<file path="src/rtl/avmm_cmd_master.sv">
`default_nettype none
// avmm_cmd_master: single-outstanding Avalon-MM register master with a valid/ready
// command/response front end and a per-phase bus-wait timeout.
module avmm_cmd_master #(
  parameter int ADDR_W  = 8,
  parameter int DATA_W  = 32,
  parameter int TIMEOUT = 255
) (
  input  logic              clk,
  input  logic              reset_n,
  input  logic              cmd_valid,
  output logic              cmd_ready,
  input  logic              cmd_write,
  input  logic [ADDR_W-1:0] cmd_address,
  input  logic [DATA_W-1:0] cmd_writedata,
  output logic              rsp_valid,
  input  logic              rsp_ready,
  output logic [DATA_W-1:0] rsp_readdata,
  output logic              rsp_error,
  output logic              busy,
  output logic [ADDR_W-1:0] avm_address,
  output logic              avm_read,
  output logic              avm_write,
  output logic [DATA_W-1:0] avm_writedata,
  input  logic              avm_waitrequest,
  input  logic [DATA_W-1:0] avm_readdata,
  input  logic              avm_readdatavalid
);

  localparam int CNT_W = $clog2(TIMEOUT + 1);
  localparam logic [CNT_W-1:0] c_timeout_cnt = CNT_W'(TIMEOUT);

  typedef enum logic [2:0] {
    S_IDLE    = 3'd0,
    S_WRITE   = 3'd1,
    S_RD_REQ  = 3'd2,
    S_RD_WAIT = 3'd3,
    S_RESP    = 3'd4
  } state_t;

  state_t            state_q;
  logic [CNT_W-1:0]  cnt_q;
  logic              cmd_ready_q;
  logic              rsp_valid_q;
  logic [DATA_W-1:0] rsp_readdata_q;
  logic              rsp_error_q;
  logic              busy_q;
  logic [ADDR_W-1:0] avm_address_q;
  logic              avm_read_q;
  logic              avm_write_q;
  logic [DATA_W-1:0] avm_writedata_q;
  logic              tmo_hit;

  // The counter stops at TIMEOUT because every state that counts leaves on a hit.
  assign tmo_hit = (cnt_q == c_timeout_cnt);

  always_ff @(posedge clk) begin
    if (!reset_n) begin
      state_q         <= S_IDLE;
      cnt_q           <= '0;
      cmd_ready_q     <= 1'b0;
      rsp_valid_q     <= 1'b0;
      rsp_readdata_q  <= '0;
      rsp_error_q     <= 1'b0;
      busy_q          <= 1'b0;
      avm_address_q   <= '0;
      avm_read_q      <= 1'b0;
      avm_write_q     <= 1'b0;
      avm_writedata_q <= '0;
    end else begin
      case (state_q)
        S_IDLE: begin
          cmd_ready_q <= 1'b1;
          if (cmd_valid && cmd_ready_q) begin
            cmd_ready_q     <= 1'b0;
            busy_q          <= 1'b1;
            avm_address_q   <= cmd_address;
            avm_writedata_q <= cmd_writedata;
            cnt_q           <= '0;
            if (cmd_write) begin
              avm_write_q <= 1'b1;
              state_q     <= S_WRITE;
            end else begin
              avm_read_q <= 1'b1;
              state_q    <= S_RD_REQ;
            end
          end
        end
        S_WRITE: begin
          // Acceptance beats a same-cycle timeout.
          if (!avm_waitrequest || tmo_hit) begin
            avm_write_q    <= 1'b0;
            rsp_valid_q    <= 1'b1;
            rsp_readdata_q <= '0;
            rsp_error_q    <= avm_waitrequest;
            state_q        <= S_RESP;
          end else begin
            cnt_q <= cnt_q + 1'b1;
          end
        end
        S_RD_REQ: begin
          if (!avm_waitrequest) begin
            avm_read_q <= 1'b0;
            cnt_q      <= '0;
            state_q    <= S_RD_WAIT;
          end else if (tmo_hit) begin
            avm_read_q     <= 1'b0;
            rsp_valid_q    <= 1'b1;
            rsp_readdata_q <= '0;
            rsp_error_q    <= 1'b1;
            state_q        <= S_RESP;
          end else begin
            cnt_q <= cnt_q + 1'b1;
          end
        end
        S_RD_WAIT: begin
          if (avm_readdatavalid || tmo_hit) begin
            rsp_valid_q    <= 1'b1;
            rsp_readdata_q <= avm_readdatavalid ? avm_readdata : '0;
            rsp_error_q    <= !avm_readdatavalid;
            state_q        <= S_RESP;
          end else begin
            cnt_q <= cnt_q + 1'b1;
          end
        end
        S_RESP: begin
          if (rsp_ready) begin
            rsp_valid_q <= 1'b0;
            busy_q      <= 1'b0;
            cmd_ready_q <= 1'b1;
            state_q     <= S_IDLE;
          end
        end
        default: begin
          state_q <= S_IDLE;
        end
      endcase
    end
  end

  assign cmd_ready     = cmd_ready_q;
  assign rsp_valid     = rsp_valid_q;
  assign rsp_readdata  = rsp_readdata_q;
  assign rsp_error     = rsp_error_q;
  assign busy          = busy_q;
  assign avm_address   = avm_address_q;
  assign avm_read      = avm_read_q;
  assign avm_write     = avm_write_q;
  assign avm_writedata = avm_writedata_q;

endmodule
`default_nettype wire

</file>
<file path="config.mk">
export PLATFORM = sky130hd
export DESIGN_NAME = avmm_cmd_master
export DESIGN_NICKNAME = d
export VERILOG_FILES = /design/src/rtl/avmm_cmd_master.sv
export SDC_FILE = /design/constraint.sdc
export NUM_CORES = 1
export LEC_CHECK = 0
export CELL_PAD_IN_SITES_DETAIL_PLACEMENT = 0
export CELL_PAD_IN_SITES_GLOBAL_PLACEMENT = 1
export CORE_ASPECT_RATIO = 1.5
export CORE_UTILIZATION = 29
export CTS_CLUSTER_SIZE = 40
export DETAILED_ROUTE_END_ITERATION = 12
export GPL_ROUTABILITY_DRIVEN = 0
export GPL_TIMING_DRIVEN = 0
export PLACE_DENSITY = 0.84
export SLEW_MARGIN = 5
export SYNTH_ARGS = -nofsm -noshare
export SYNTH_HDL_FRONTEND = slang
export SYNTH_SLANG_ARGS = --single-unit
</file>
<file path="constraint.sdc">
create_clock -name clk -period 2.07 [get_ports clk]
set_input_delay 0.207 -clock clk [delete_from_list [all_inputs] [get_ports clk]]
set_output_delay 0.207 -clock clk [all_outputs]
set_load 0.01 [all_outputs]
</file>
==> flow_results.org <==
** Run status
- The run finished with clean final reports.

** Detailed routing
- Wirelength, routed :: ~9600 um
- Number of DRC markers after the initial detailed-route iteration :: about 130
- After detailed routing, the average wire length per cell comes to 14.1 um.
- Using the TritonRoute via totals, the vias-per-cell ratio works out to around 4.8.
- Pre-Repair DR Iteration Count :: 4
- Once detail routing completed, the nets flagged for antenna violations numbered 0.
- For this run, design rule violations remaining after detail routing come to 0.
- Overall via count from detail_route :: 3254

** Yosys
- Yosys warning total :: 0
- Post-synthesis instance total :: 366
- Net Count, Synth :: 446
- Share of synthesized flip-flops with an asynchronous set or reset :: 0
- Synthesized area :: 0.00330 mm2
- Share of synthesized area occupied by flip-flops and latches :: 0.541
- In this run, distinct cell masters in the synthesized netlist total 42.
- Synth Area per Inst :: 9.00 um2
- Counting flops and latches in the post-synthesis netlist gives 89.
- Ys flop type :: sky130_fd_sc_hd__dfxtp_1
- Post-synth EDFFs :: 0

** Clocking
- Count of H-tree levels built during CTS :: 3
- In this run the deepest clock path goes through 2 buffers.
- The number of hold buffers added after CTS was 0.
- The tree built by TritonCTS fans out to 89 sinks.
- Latest clock arrival within the worst-skew pair :: ~0.34 ns
- CTS clk-pin slew, worst paths :: 0.07 ns
- TritonCTS built the clock tree.
- Buffers inserted during clock tree synthesis total 9.
- Cell chosen for the clock root :: sky130_fd_sc_hd__clkbuf_16

** Floorplanning
- Die Outline Area :: 0.0118 mm2
- Effective utilization at floorplan :: 0.298
- Rows :: 47
- In this run the count of I/O pins placed on the die edge is 157.
- After floorplanning, the core was sized to cover 0.0111 mm2.
- Die width :: around 89 um
- Height of the die :: between 100 and 150 um

** STA
- Total setup violations reported at the end of the flow :: 0
- At the pin with the least slew margin, the transition time is 0.588 ns.
- Worst slew margin :: 0.605
- Clk_skew :: roughly 0.0096 ns
- Final worst slack :: ~0.14 ns
- Count of pins over their slew limit :: 0
- Of the available clock period, the critical path in the final layout requires 0.931.
- Setup repair after global routing left no endpoint under its margin.
- Static timing analysis puts the maximum clock frequency at slightly above 0.5 GHz.
- Number of hold-slack violations in the final timing report :: 0
- Fin Setup TNS :: 0 ns
- The worst path in the final design needs a cycle of 1.93 ns, including I/O delays and setup.

** Hold path
- The min-delay analysis places its worst path in the category input pin to flip-flop.

** Global routing
- Antenna violations before repair :: 0
- For this run, global-route usage on met2 was measured as 0.292.
- After global routing, the most crowded layer is met2.
- The first global-routing pass estimated ~15000 um of wire.
- Combined global-route utilization of all metal layers :: 0.165
- Largest net degree at the start of global routing :: 17
- The via count of the first global-routing pass is 3222.
- Global routing finished with a remaining overflow of 0.
- GR Layer Usage met3 :: 0.0487
- Met1 demand-to-capacity share in global routing :: 0.175

** Layout
- Multi-input combinational cell area :: 0.00139 mm2
- Relative to the synthesized area, the layout overhead comes to 63.2%.
- Number of inserted diodes :: 0
- Layout Nets :: 612
- Fillers :: 1136
- FF+latch area :: approximately 0.0018 mm2
- In the final layout, the share of cells above drive strength 1 is 0.0689.

** Setup path
- Critical Path Fanout Max :: 10
- CP Capture Type :: flip-flop
- For the worst setup path, the data arrival time is 2.16 ns.
- CP Data Required Time :: 2.30 ns
- Worst Path Class, Setup :: flip-flop to flip-flop
- The setup check on the worst reg-to-reg path leaves a slack of 0.14 ns.
- The worst setup path is launched from a flip-flop.

** Power
- Fraction of power spent switching nets :: 0.264
- Part of the power in combinational logic :: 0.189
- The share of total power dissipated in the clock network is 0.393.
- Areal power density over the cells :: 838 mW/mm2
- The share of total power dissipated in sequential elements is 0.418.
- Switching power :: 1190 uW
- Summed over all cells, the static leakage comes to 0.00194 uW.
- Peak supply drop :: approximately 0.48 mV
- Design internal power :: 3320 uW

** Placement
- Dpl hpwl :: 7330 um
- Worst slack at placement :: -0.160 ns
- Count of buffers inserted at the top-level ports :: 155

** Run
- Max-cap check violation count :: 0
final timing paths:
path	start	cells after the start	end
worst max register to register	cnt_q[1]	8	rsp_readdata[28]
worst min-delay path	reset_n	2	state_q[1]
worst max-delay path	cnt_q[1]	8	rsp_readdata[28]
worst min register to register	avm_writedata[29]	2	avm_writedata[29]
state kept, by name, indices dropped and copies added (netlist names):
register       count
avm_address        8
avm_read           1
cmd_ready          1
rsp_readdata      32
rsp_valid          1
state_q            3
rsp_error          1
cnt_q              8
avm_write          1
avm_writedata     32
busy               1
synthesized netlist by cell type (2+ instances only):
master / count / area [um2]
sky130_fd_sc_hd__a2111oi_0: 2 / 17.5
sky130_fd_sc_hd__a21oi_1: 48 / 240
sky130_fd_sc_hd__a22o_1: 32 / 280
sky130_fd_sc_hd__a31o_2: 2 / 17.5
sky130_fd_sc_hd__a32o_1: 4 / 40.0
sky130_fd_sc_hd__and3_1: 3 / 18.8
sky130_fd_sc_hd__buf_2: 7 / 35.0
sky130_fd_sc_hd__buf_6: 3 / 33.8
sky130_fd_sc_hd__clkbuf_1: 13 / 48.8
sky130_fd_sc_hd__dfxtp_1: 89 / 1780
sky130_fd_sc_hd__inv_1: 6 / 22.5
sky130_fd_sc_hd__nand2_1: 93 / 349
sky130_fd_sc_hd__nand3_1: 5 / 25.0
sky130_fd_sc_hd__nand4_1: 3 / 18.8
sky130_fd_sc_hd__nor2_1: 13 / 48.8
sky130_fd_sc_hd__nor2b_1: 3 / 18.8
sky130_fd_sc_hd__nor3_1: 5 / 25.0
sky130_fd_sc_hd__o21a_1: 3 / 22.5
sky130_fd_sc_hd__o21ai_0: 6 / 30.0
sky130_fd_sc_hd__o31a_1: 2 / 17.5
sky130_fd_sc_hd__o31ai_1: 3 / 22.5
layout make-up:
| cell class | count | area share |
|---|---|---|
| clock inverters | 7 | 0.0188 |
| clock buffers | 9 | 0.0419 |
| multi-input cells | 247 | 0.258 |
| inverters | 6 | 0.00419 |
| repair buffers | 155 | 0.288 |
| well taps | 147 | 0.0342 |
| plain buffers | 24 | 0.0228 |
| flip-flops and latches | 89 | 0.331 |
power by group through the flow:
stage	logic (uW)	clock network [uW]	registers, uW
6_report	852	1770	1880
5_1_grt	938	1900	1900
4_1_cts	854	1830	1880
3_5_place_dp	850	0	1920
3_3_place_gp	837	0	1920
2_1_floorplan	365	0	1960
placed cells by master (no fill, tap or decap), types with 2 or more instances in the layout:
cell type / n
sky130_fd_sc_hd__clkdlybuf4s50_1: 155
sky130_fd_sc_hd__nand2_1: 93
sky130_fd_sc_hd__dfxtp_1: 88
sky130_fd_sc_hd__a21oi_1: 48
sky130_fd_sc_hd__a22o_1: 32
sky130_fd_sc_hd__clkbuf_1: 13
sky130_fd_sc_hd__nor2_1: 13
sky130_fd_sc_hd__clkbuf_16: 9
sky130_fd_sc_hd__buf_2: 7
sky130_fd_sc_hd__inv_1: 6
sky130_fd_sc_hd__o21ai_0: 6
sky130_fd_sc_hd__nand3_1: 5
sky130_fd_sc_hd__nor3_1: 5
sky130_fd_sc_hd__a32o_1: 4
sky130_fd_sc_hd__nand4_1: 3
sky130_fd_sc_hd__buf_6: 3
sky130_fd_sc_hd__nor2b_1: 3
sky130_fd_sc_hd__o21a_1: 3
sky130_fd_sc_hd__and3_1: 3
sky130_fd_sc_hd__o31ai_1: 3
sky130_fd_sc_hd__a31o_2: 2
sky130_fd_sc_hd__o31a_1: 2
sky130_fd_sc_hd__a2111oi_0: 2
sky130_fd_sc_hd__clkinvlp_4: 2
sky130_fd_sc_hd__inv_6: 2
sky130_fd_sc_hd__bufinv_16: 2
metrics by stage:
stage / power [uW] / instance area, um2 / hold WS (ns) / util / cells
3_5_place_dp: 2770 / 5030 / 0.446 / 0.455 / 668
3_3_place_gp: 2760 / 5030 / 0.442 / 0.455 / 668
4_1_cts: 4570 / 5360 / 0.268 / 0.485 / 684
6_report: 4510 / 5380 / 0.284 / 0.487 / 684
5_1_grt: 4730 / 5380 / 0.294 / 0.487 / 684
2_1_floorplan: 2320 / 3300 / 0.332 / - / 366
critical path: stages (launching register included):
cell,delay [ns]
sky130_fd_sc_hd__dfxtp_1,0.39
sky130_fd_sc_hd__ha_2,0.24
sky130_fd_sc_hd__nand3_2,0.15
sky130_fd_sc_hd__nor2_4,0.19
sky130_fd_sc_hd__o21bai_2,0.13
sky130_fd_sc_hd__and2_1,0.17
sky130_fd_sc_hd__clkbuf_2,0.15
sky130_fd_sc_hd__buf_6,0.16
sky130_fd_sc_hd__a22o_1,0.22
per-layer routing:
metal / wire, um / vias up
met5: 0 / -
met4: 236 / 0
met3: 713 / 18
met2: 4920 / 111
met1: 3750 / 1513
li1: - / 1612
what timing repair did:
item                                    in CTS  in global routing
endpoints found under the setup margin       0                 33
setup buffers                                0                  0
resized for setup                            0                  5
kinds of logic (layout without fill, tap and decap cells):
logic type | count (synthesis) | in the layout | synth area share
flip-flops | 89 | 89 | 0.541
AND/OR/NAND/NOR | 135 | 135 | 0.178
buffers and inverters | 30 | 201 | 0.0440
AO/OA/AOI/OAI | 110 | 110 | 0.230
adder cells (fa/ha/maj) | 1 | 1 | 0.00380
multiplexers | 1 | 1 | 0.00304
(Power assumes the default switching activity.)
